**src/rtl/acc_write_arbiter.sv**
```systemverilog
// Round-robin arbiter for the accumulator write port: grant in stage A, registered ldacc/acc in stage B.
// Optional write/conflict counters are enabled by defining ACC_WRITE_ARBITER_STATS_EN.
module acc_write_arbiter #(
    parameter int NREQ = 3,
    parameter int DW   = 32,
    parameter int SW   = (NREQ > 1) ? $clog2(NREQ) : 1
) (
    input  logic               execlk,
    input  logic               rst,
    input  logic [NREQ-1:0]    req,
    input  logic [NREQ*DW-1:0] req_data,
    input  logic               acc_hold,
    input  logic               acc_flush,
    output logic [NREQ-1:0]    gnt,
    output logic               ldacc,
    output logic [DW-1:0]      acc,
    output logic               acc_busy,
    output logic [SW-1:0]      last_src
`ifdef ACC_WRITE_ARBITER_STATS_EN
    ,
    output logic [31:0]        wr_count,
    output logic [31:0]        conflict_count
`endif
);

    logic [SW-1:0] ptr_p0;
    logic [SW-1:0] win_p0;
    logic [SW-1:0] ptr_next_p0;
    logic          any_p0;
    logic          grant_en_p0;
    int            idx;

    logic          vld_p1;
    logic [DW-1:0] data_p1;
    logic [SW-1:0] src_p1;

    // Stage A: first set request at or after the pointer, wrapping upward.
    always_comb begin
        any_p0 = 1'b0;
        win_p0 = '0;
        idx    = 0;
        for (int k = 0; k < NREQ; k++) begin
            idx = int'(ptr_p0) + k;
            if (idx >= NREQ) idx = idx - NREQ;
            if (!any_p0 && req[idx]) begin
                any_p0 = 1'b1;
                win_p0 = SW'(idx);
            end
        end
    end

    assign grant_en_p0 = any_p0 && !acc_hold && !acc_flush;
    assign ptr_next_p0 = (win_p0 == SW'(NREQ - 1)) ? '0 : win_p0 + SW'(1);
    assign acc_busy    = (|gnt) | ldacc;

    always_ff @(posedge execlk) begin
        if (rst) begin
            gnt      <= '0;
            ptr_p0   <= '0;
            vld_p1   <= 1'b0;
            src_p1   <= '0;
            ldacc    <= 1'b0;
            acc      <= '0;
            last_src <= '0;
        end else begin
            gnt    <= grant_en_p0 ? (NREQ'(1) << win_p0) : '0;
            vld_p1 <= grant_en_p0;
            if (grant_en_p0) begin
                src_p1 <= win_p0;
                ptr_p0 <= ptr_next_p0;
            end
            // Stage B: a flush in the grant cycle squashes the captured write.
            ldacc <= vld_p1 && !acc_flush;
            if (vld_p1 && !acc_flush) begin
                acc      <= data_p1;
                last_src <= src_p1;
            end
        end
    end

    always_ff @(posedge execlk) begin
        if (grant_en_p0) data_p1 <= req_data[win_p0*DW +: DW];
    end

`ifdef ACC_WRITE_ARBITER_STATS_EN
    logic multi_req;
    assign multi_req = (req & (req - NREQ'(1))) != '0;

    always_ff @(posedge execlk) begin
        if (rst) begin
            wr_count       <= '0;
            conflict_count <= '0;
        end else begin
            if (ldacc) wr_count <= wr_count + 32'd1;
            if (multi_req && !acc_hold) conflict_count <= conflict_count + 32'd1;
        end
    end
`endif

endmodule

```
**config.mk**
```make
export PLATFORM = sky130hd
export DESIGN_NAME = acc_write_arbiter
export DESIGN_NICKNAME = d
export VERILOG_FILES = /design/src/rtl/acc_write_arbiter.sv
export SDC_FILE = /design/constraint.sdc
export NUM_CORES = 1
export LEC_CHECK = 0
export ABC_AREA = 1
export BUFFER_PORTS_ARGS = -buffer_cell sky130_fd_sc_hd__buf_2
export CORE_MARGIN = 1.5
export CORE_UTILIZATION = 51
export CTS_BUF_LIST = sky130_fd_sc_hd__clkbuf_4
export DETAILED_ROUTE_END_ITERATION = 8
export GPL_ROUTABILITY_DRIVEN = 0
export GPL_TIMING_DRIVEN = 0
export MAX_ROUTING_LAYER = met4
export PLACE_DENSITY = 0.91
export RECOVER_POWER = 100
export SYNTH_ARGS = -nofsm -noshare
export SYNTH_HDL_FRONTEND = slang
export SYNTH_SLANG_ARGS = --single-unit
export TNS_END_PERCENT = 100
```
**constraint.sdc**
```tcl
create_clock -name execlk -period 2.9 [get_ports execlk]
set_input_delay 0.29 -clock execlk [delete_from_list [all_inputs] [get_ports execlk]]
set_output_delay 0.29 -clock execlk [all_outputs]
set_load 0.02 [all_outputs]
```
After elaboration in Yosys (flattened, before gate mapping)
Cells that the tools add are included.
{ "word_totals": {"output_inout_bits": 39, "in_bits": 103, "reg_bits": 75} }
{ "classes": {"shifts": 2, "n_addsub": 6, "mux": 19, "eq_ne": 1, "n_bitwise": 2, "n_lt_le_gt_ge": 6, "reduce_logical": 11} }
{ "ops": {"columns": ["cell", "n"], "rows": [
  ["$lt 32x4->1 const B", 3],
  ["$mux 32", 3],
  ["$shiftx 96x8->32", 1],
  ["$mux 1", 9],
  ["$mux 2", 4],
  ["$sub 3x2->4 const B", 2],
  ["$bmux 1 s2", 3],
  ["$ge 3x2->1 const B", 2],
  ["$logic_and 1x1->1", 5],
  ["$logic_not 1->1", 4],
  ["$add 2x1->3 const B", 1],
  ["$add 2x2->3 const B", 1],
  ["$reduce_or 3->1", 1],
  ["$shl 1x2->3 const A", 1],
  ["$sub 2x2->3 const B", 1],
  ["$add 2x1->2 const B", 1],
  ["$eq 2x2->1 const B", 1],
  ["$ge 2x2->1 const B", 1],
  ["$reduce_or 2->1", 1],
  ["$not 1->1", 1],
  ["$or 1x1->1", 1]
]} }

Logic depth before layout (Yosys ltp)
Gate-level depths: netlist of the first run.
{ "depth": {"word_depth": 16, "depth_mapped": 14, "depth_no_buf": 13} }

Worst setup path after synthesis of the first run
OpenSTA, ideal clock, no wires.
{ "synth_path": {"kind": "flip-flop to flip-flop", "startpoint": "register ptr_p0[0]", "endpoint": "register data_p1[0], enable pin", "slack_ps": 581, "synth_period_minus_slack_ps": 2319, "t_arrival_ps": 1931, "required_time_ps": 2512, "n_path_buf": 0, "stages_incl_launch_ff": 9, "path_cell_list": "dfxtp_1 -> inv_1 -> ha_1 -> nand2_1 -> nor2_1 -> a21oi_4 -> nand3_1 -> nand2_1 -> inv_1"} }
{ "synth_via": {"elab_chain_cells": 14} }
{ "synth_lines": {"columns": ["item", "line", "source"], "rows": [
  ["start: declaration", "26", "logic [SW-1:0] ptr_p0;"],
  ["start signal: assignment", "70", "ptr_p0 <= ptr_next_p0;"],
  ["branches (longest 11 deep; another with $sub 3x2->4)", null, null],
  ["$mux 1 *", "45", "if (!any_p0 && req[idx]) begin"],
  ["$logic_and 1x1->1 * (2 in series)", "52", "assign grant_en_p0 = any_p0 && !acc_hold && !acc_flush;"],
  ["net grant_en_p0", "30", "logic grant_en_p0;"],
  ["end signal: assignment", "82", "if (grant_en_p0) data_p1 <= req_data[win_p0*DW +: DW];"],
  ["end: declaration", "34", "logic [DW-1:0] data_p1;"]
]} }
Mark *: on every way through the listed nets, which the timed path passes. The select of a mux whose other input is x is not followed.
A chain may end at the register's enable or synchronous reset.

Worst setup path in the final report of the first run
{ "layout_path": {"startpoint": "register ptr_p0[0]", "endpoint": "register data_p1[0], data pin"} }
{ "layout_via": {"elab_chain_cells": 13} }
{ "layout_lines": {"columns": ["item", "line"], "rows": [
  ["branches (longest 11 deep; another with $sub 3x2->4)", null],
  ["$mux 2 *", "45"],
  ["$shiftx 96x8->32 *", "82"]
]} }
Mark *: on every way between the ends. The select of a mux whose other input is x is not followed.

==> flow_summary.yaml, run 1 <==
run_status:
  status: "completed"
grt:
  grt_pass1_vias: 3489
  grt_max_degree: 35
  gr-total-overflow: 0
  track_usage_pct: 27.0
  antenna_found_initial: 0
  grt_first_pass_wirelength_um: 15500
clock_tree:
  clk_path_buf_depth: 2
  cts_made_buffers: 9
  hold_buffers: 0
  clock_latency_ns: 0.42
  clk_pin_slew_ns: 0.11
  cts.sinks: 75
  cts_resized: 0
  ctsHtreeMaxLevel: 3
  post_cts_buffers: 0
  root_buffer: "clkbuf_4"
  cts_tree: "yes"
worst_setup_path:
  cp_max_fo: 10
  crit_arrival_ns: 2.67
  start_kind: "register"
  cp_slowest_cell: "dfxtp_1"
  worst_setup_path_end_kind: "register"
  cp.buffers_inverters: 4
  cp_slowest_stage_delay_ns: 0.42
  path_cells: "inv_1 > ha_1 > inv_1 > nand3_1 > nand2_1 > nand2_1 > nand2_1 > inv_1 > nand2_1 > buf_4 > nand2_1 > nand3_1 > nand2_1"
  crit_top_cell: "nand2_1"
  crit_type: "reg2reg"
  cp_top_family: "simple AND/OR/NAND/NOR gates"
  crit_start: "ptr_p0[0]"
  r2r_start: "ptr_p0[0]"
  critical_path_required_ns: 3.07
timing:
  worst_slew_pin_slew_ns: 0.675
  fin_tns_setup_ns: 0
  grt_setup_unrepaired: "no"
  maxSlewHeadroom_pct: 54.8
  skew_ns: 0.0127
  setup_violations: 0
  max_freq_ghz: 0.400
  hold_violations: 0
  min_period_ns: 2.50
  drv_slew: 0
  fin_crit_sh_pct: 86.2
pwr:
  switching_power_uw: 847
  sequentialPowerShare_pct: 48.4
  p_per_area_nw_per_um2: 565
  p_leak_uw: 0.00245
  p_comb_share_pct: 28.1
  vdd_ir_drop_max_v: 0.000296
  power.share.switching_pct: 32.4
  p_clk_share_pct: 23.5
  p_int_uw: 1760
synth:
  synth-seq-cells: 75
  syn_inst: 508
  yosysWarnings: 0
  synth_area_um2: 3700
  yosysUniqueCellTypes: 22
  yosysSeqAreaShare_pct: 49.2
  synth_nets: 615
  avgSynthCellArea_um2: 7.28
layout:
  seq_area_um2: 1820
  final_common_cell: "nand2_1"
  syn2layout_area_growth_pct: 25.0
  layout_common_cells: "nand2_1, buf_2, inv_1"
  fillers: 622
  layout-drive-gt1-share_pct: 19.7
  n_antenna_cell: 0
  final_nets: 768
  fin_area_um2: 4620
  multi_input_area_um2: 1440
route:
  vias: 3814
  drt_iter0_markers: 268
  via_per_inst: 5.01
  routed_wl_um: 9950
  wl_per_cell_um: 13.1
  drc: 0
  drtAntennaViolNets: 0
  first_pass_iters: 6
die:
  placeableCoreArea_um2: 6910
  io_pins: 142
  num_rows: 30
  die_h_um: 88.2
  die-area_um2: 7770
  fp.dieW_um: 88.2
  initial_core_util_pct: 53.6
run:
  max_cap_violations: 0
placement:
  dpl_cell_area_um2: 4530
  place.port_buffers: 141
  hpwlAfterDp_um: 7510
hold_path:
  min_from: "rst"
  holdCritPathClass: "in2reg"
==> Yosys cell counts <==
cell type / instances / share of area, %
a21oi_1: 5 / 0.68
clkbuf_1: 10 / 1.0
o21ai_0: 35 / 4.7
inv_1: 79 / 8.0
buf_4: 6 / 1.2
buf_1: 2 / 0.20
nand3_1: 75 / 10
inv_2: 3 / 0.30
nor3_1: 1 / 0.14
edfxtp_1: 32 / 26
or4_1: 1 / 0.20
nand2_2: 3 / 0.51
a21oi_4: 1 / 0.44
nand4_1: 2 / 0.34
nor2_1: 72 / 7.3
buf_2: 7 / 0.95
o21ai_1: 1 / 0.14
dfxtp_1: 43 / 23
nor2_2: 1 / 0.17
nand2_1: 124 / 13
nand4_2: 1 / 0.34
ha_1: 4 / 1.4
==> per-layer routing <==
metal / GRT usage (%) / vias to the layer above / share of wire [%]
met1: 33.9 / 1738 / 43
met3: 4.43 / 20 / 6.5
met5: - / - / 0
met2: 43.6 / 158 / 49
li1: - / 1898 / -
met4: 10.9 / 0 / 1.7
==> worst paths after layout <==
kind                                   end  slack (ns)  cells past startpoint
worst min register to register     acc[12]        0.49                      2
worst min-delay path                 ldacc        0.08                      2
worst max-delay path            data_p1[0]        0.40                     13
worst max register to register  data_p1[0]        0.40                     13
==> power groups by stage <==
stage	clock network (uW)	registers [uW]	logic, uW
CTS	611	1260	731
detailed placement	0	1290	728
global route	663	1270	820
global placement	0	1290	704
floorplan	0	1310	464
finish	614	1260	734
==> layout make-up <==
cell class	count	share of cell area, %
Sequential cell	75	39.4
Multi-Input combinational cell	326	31.1
Timing Repair Buffer	142	14.8
Inverter	82	6.66
Buffer	25	2.68
Tap cell	96	2.60
Clock buffer	11	1.79
Clock inverter	5	0.974
==> per-stage QoR <==
| stage | util, % | hold WS [ns] | setup slack, ns | cells | power (uW) |
|---|---|---|---|---|---|
| after global routing | 66.9 | 0.0537 | 0.208 | 762 | 2760 |
| after detailed placement | 65.5 | 0.460 | 0.112 | 745 | 2020 |
| after global placement | 65.5 | 0.442 | 0.215 | 745 | 1990 |
| after CTS | 67.4 | 0.0734 | 0.0968 | 761 | 2610 |
| after floorplan | - | 0.362 | 0.581 | 508 | 1770 |
| final | 66.9 | 0.0844 | 0.402 | 762 | 2610 |
==> registers in the layout, summed over array words and instances (netlist names) <==
| name | cells |
|---|---|
| vld_p1 | 1 |
| ldacc | 1 |
| src_p1 | 2 |
| acc | 32 |
| last_src | 2 |
| data_p1 | 32 |
| ptr_p0 | 2 |
| gnt | 3 |
==> cells by family (layout without fill, tap and decap cells) <==
group,Yosys count,in the layout,share of synthesized area [%]
DFF,75,75,49.2
buffers and inverters,107,265,11.7
adders and majority gates,4,4,1.35
AOI/OAI and AO/OA,42,42,5.99
and+or+nand+nor,280,280,31.7
(Power assumes the default switching activity.)
==> run 2: changes to the inputs <==
- CORE_UTILIZATION: 51 -> 49
- CTS_BUF_LIST: sky130_fd_sc_hd__clkbuf_4 -> not set
- PLACE_DENSITY: 0.91 -> 0.88
==> flow_summary.yaml, run 2 (synthesized netlist as in run 1, its figures left out) <==
hold_path:
  holdCritPathClass: "in2reg"
pwr:
  p_comb_share_pct: 26.7
  p_leak_uw: 0.00245
  p_per_area_nw_per_um2: 592
  power.share.switching_pct: 31.8
  p_clk_share_pct: 27.4
  p_int_uw: 1880
  switching_power_uw: 877
  vdd_ir_drop_max_v: 0.000225
  sequentialPowerShare_pct: 46.0
run:
  max_cap_violations: 0
worst_setup_path:
  endpoint: "data_p1[13]"
  rrSetupSlack_ns: 0.25
  critical_path_required_ns: 2.78
  start_kind: "register"
  worst_setup_path_end_kind: "register"
  cp.buffers_inverters: 3
  cp_slowest_cell: "clkinvlp_4"
  cp_slowest_stage_delay_ns: 0.65
  crit_type: "reg2reg"
  cp_top_family: "buffers and inverters"
  r2r_start: "ptr_p0[0]"
  reg2reg_to: "data_p1[13]"
  cp_max_fo: 34
  path_cells: "inv_1 > ha_1 > inv_1 > nand3_1 > nand2_1 > nand3_1 > nand2_1 > clkinvlp_4"
  crit_arrival_ns: 2.52
  cp.depth: 8
  crit_start: "ptr_p0[0]"
  r2r_cells: 8
grt:
  grt_max_degree: 35
  antenna_found_initial: 0
  gr-total-overflow: 0
  grt_first_pass_wirelength_um: 16300
  grt_pass1_vias: 3582
  track_usage_pct: 26.0
route:
  drtAntennaViolNets: 0
  drc: 0
  wl_per_cell_um: 13.0
  via_per_inst: 4.93
  drt_iter0_markers: 302
  first_pass_iters: 5
  vias: 3769
  routed_wl_um: 9890
timing:
  hold_violations: 0
  max_freq_ghz: 0.378
  maxSlewHeadroom_pct: 53.2
  worst_slew_pin_slew_ns: 0.700
  drv_slew: 0
  fin_tns_setup_ns: 0
  grt_setup_unrepaired: "no"
  setup_violations: 0
  skew_ns: 0.00300
  min_period_ns: 2.65
  fin_crit_sh_pct: 91.2
layout:
  layout_common_cells: "nand2_1, buf_2, inv_1"
  final_nets: 767
  fin_area_um2: 4650
  largestRegisters: "acc x32, data_p1 x32, gnt x3"
  n_antenna_cell: 0
  final_common_cell: "nand2_1"
  layout-drive-gt1-share_pct: 20.5
  syn2layout_area_growth_pct: 25.8
  final_cells: 764
clock_tree:
  cts_made_buffers: 9
  hold_buffers: 0
  root_buffer: "clkbuf_8"
  cts.sinks: 75
  cts_tree: "yes"
  clock_latency_ns: 0.34
  clk_path_buf_depth: 2
  clk_pin_slew_ns: 0.07
  ctsHtreeMaxLevel: 3
die:
  fp.dieW_um: 89.9
  placeableCoreArea_um2: 7290
  die-area_um2: 8080
  die_h_um: 89.9
  initial_core_util_pct: 50.7
  io_pins: 142
  num_rows: 31
placement:
  dp_cells: 748
  hpwlAfterDp_um: 7480
  place.port_buffers: 141
  dpl_cell_area_um2: 4530
run_status:
  status: "completed"
## run 2: cell count changes in the layout (fill, tap and decap cells not counted), moves of 2 or more
cell / delta
clkbuf_4: -11
clkbuf_8: +9
clkinv_1: -3
clkinv_2: +3
clkinvlp_4: +2
inv_1: -3
inv_2: +2
## run 2: layout make-up
class / instances / area [um2]
fill: 692 / 2640
tap: 99 / 124
sequential: 75 / 1820
clock inverter: 6 / 56.3
inverter: 82 / 312
multi-input combinational: 326 / 1430
buffer: 25 / 123
clock buffer: 10 / 128
timing repair buffer: 141 / 657
## run 2: worst min path at each step
stage                   start           to  slack (ns)  cells after the start
floorplan                 rst        ldacc        0.36                      1
global placement    src_p1[0]  last_src[0]        0.44                      2
detailed placement  src_p1[1]  last_src[1]        0.45                      2
CTS                       rst        ldacc        0.15                      2
global route              rst        ldacc        0.15                      2
finish                    rst        ldacc        0.15                      2
## run 2: worst register-to-register path, cell delays in order (launching register included)
cell	delay, ns
dfxtp_1	0.41
inv_1	0.08
ha_1	0.26
inv_1	0.15
nand3_1	0.12
nand2_1	0.18
nand3_1	0.10
nand2_1	0.23
clkinvlp_4	0.65
## run 2: repair_timing
action	in CTS	in global routing
setup buffers	0	0
setup endpoints to repair	0	34
gates resized for setup	0	1
## run 2: routing by layer
metal  part of all wire (%)  global-route usage (%)  up-vias
met5                      0                       -        -
met2                     49                    43.4      146
met4                    1.9                    11.2        0
met3                    5.9                    3.72       16
met1                     43                    31.6     1715
li1                       -                       -     1892
## run 2: stage by stage
stage                     total power (uW)  hold WS, ns  setup WS, ns  utilization [%]
after floorplan                       1770        0.362         0.581                -
after detailed placement              2030        0.454         0.129             62.1
after CTS                             2770        0.146        0.0972             64.6
after global routing                  2910        0.150       0.00848             63.8
after global placement                2000        0.441         0.198             62.1
final                                 2750        0.152         0.254             63.8
## run 2: power groups by stage
| stage | clock [uW] | combinational [uW] | sequential, uW |
|---|---|---|---|
| 2_1_floorplan | 0 | 464 | 1310 |
| 3_3_place_gp | 0 | 710 | 1280 |
| 3_5_place_dp | 0 | 737 | 1290 |
| 4_1_cts | 763 | 741 | 1270 |
| 5_1_grt | 817 | 821 | 1280 |
| 6_report | 754 | 734 | 1270 |
==> run 3: changes to the inputs <==
- GPL_TIMING_DRIVEN: 0 -> not set
==> flow_summary.yaml, run 3 (synthesized netlist as in run 1, its figures left out) <==
placement:
  post-place-ws_ns: 0.374
  place.port_buffers: 141
  hpwlAfterDp_um: 7150
clock_tree:
  clock_latency_ns: 0.34
  cts_resized: 0
  cts_tree: "yes"
  post_cts_buffers: 0
  cts.sinks: 75
  clk_pin_slew_ns: 0.08
  root_buffer: "clkbuf_8"
  clk_path_buf_depth: 2
  ctsHtreeMaxLevel: 3
  hold_buffers: 0
  cts_made_buffers: 9
hold_path:
  holdCritPathClass: "in2reg"
  min_from: "rst"
worst_setup_path:
  crit_type: "reg2reg"
  crit_arrival_ns: 2.69
  cp_slowest_cell: "nand2_2"
  r2r_start: "ptr_p0[0]"
  worst_setup_path_end_kind: "register"
  cp_slowest_stage_delay_ns: 0.51
  cp_max_fo: 35
  cp.buffers_inverters: 3
  path_cells: "inv_1 > ha_1 > inv_1 > nand3_1 > nand2_1 > nand2_1 > nand2_1 > inv_2 > nand2_2 > nand2_1 > nand3_1 > nand2_1"
  critical_path_required_ns: 3.00
  crit_start: "ptr_p0[0]"
  start_kind: "register"
  crit_top_cell: "nand2_1"
  cp_top_family: "simple AND/OR/NAND/NOR gates"
die:
  die_h_um: 89.9
  num_rows: 31
  initial_core_util_pct: 50.7
  die-area_um2: 8080
  fp.dieW_um: 89.9
  placeableCoreArea_um2: 7290
  io_pins: 142
route:
  drtAntennaViolNets: 0
  routed_wl_um: 9750
  wl_per_cell_um: 13.1
  first_pass_iters: 5
  via_per_inst: 5.06
  vias: 3763
  drc: 0
  drt_iter0_markers: 325
pwr:
  p_leak_uw: 0.00243
  sequentialPowerShare_pct: 46.0
  vdd_ir_drop_max_v: 0.000319
  p_comb_share_pct: 24.8
  p_per_area_nw_per_um2: 600
  p_clk_share_pct: 29.2
  switching_power_uw: 855
  power_uw: 2760
  p_int_uw: 1900
  power.share.switching_pct: 31.0
timing:
  skew_ns: 0.00705
  worst_slew_pin_slew_ns: 0.998
  hold_violations: 0
  grt_setup_unrepaired: "no"
  whs_ns: 0.187
  maxSlewHeadroom_pct: 33.4
  setup_violations: 0
  min_period_ns: 2.60
  fin_ws_ns: 0.303
  drv_slew: 0
  fin_crit_sh_pct: 89.5
  max_freq_ghz: 0.385
  fin_tns_setup_ns: 0
layout:
  final_common_cell: "nand2_1"
  fillers: 685
  utilization_pct: 63.0
  largestRegisters: "acc x32, data_p1 x32, gnt x3"
  layout-drive-gt1-share_pct: 19.8
  syn2layout_area_growth_pct: 24.1
  n_antenna_cell: 0
  layout_common_cells: "nand2_1, buf_2, inv_1"
  final_nets: 748
run_status:
  status: "completed"
grt:
  antenna_found_initial: 0
  grt_first_pass_wirelength_um: 15600
  track_usage_pct: 24.8
  grt_pass1_vias: 3426
  grt_max_degree: 39
  gr-total-overflow: 0
run:
  max_cap_violations: 0
[run 3: through the flow]
step	area, um2	instances
2_1_floorplan	3700	508
3_3_place_gp	4450	729
3_5_place_dp	4450	729
4_1_cts	4650	744
5_1_grt	4590	744
6_report	4590	744
[run 3: path summary, 6_finish.rpt]
check,end,slack (ns),cells past startpoint
worst max register to register,data_p1[8],0.30,12
worst min register to register,acc[7],0.47,2
worst min-delay path,ldacc,0.19,2
worst max-delay path,data_p1[8],0.30,12
[run 3: power groups by stage]
stage	clock [uW]	combinational [uW]	sequential, uW
floorplan	0	464	1310
global placement	0	650	1290
detailed placement	0	677	1290
CTS	811	681	1260
global route	861	762	1270
finish	805	683	1270
[run 3: per-layer routing]
| layer | part of all wire (%) | up-vias | GRT usage [%] | routed length, um |
|---|---|---|---|---|
| li1 | - | 1856 | - | - |
| met1 | 41 | 1652 | 30.7 | 4030 |
| met2 | 48 | 212 | 40.8 | 4670 |
| met3 | 7.1 | 43 | 3.05 | 688 |
| met4 | 3.7 | 0 | 11.4 | 357 |
| met5 | 0 | - | - | 0 |
[run 3: cell type report]
cell class	count	area, um2	share of cell area (%)
Clock buffer	11	151	3.30
Multi-Input combinational cell	326	1440	31.4
Sequential cell	75	1820	39.7
Inverter	82	308	6.70
Clock inverter	4	50.0	1.09
Timing Repair Buffer	147	694	15.1
Tap cell	99	124	2.70
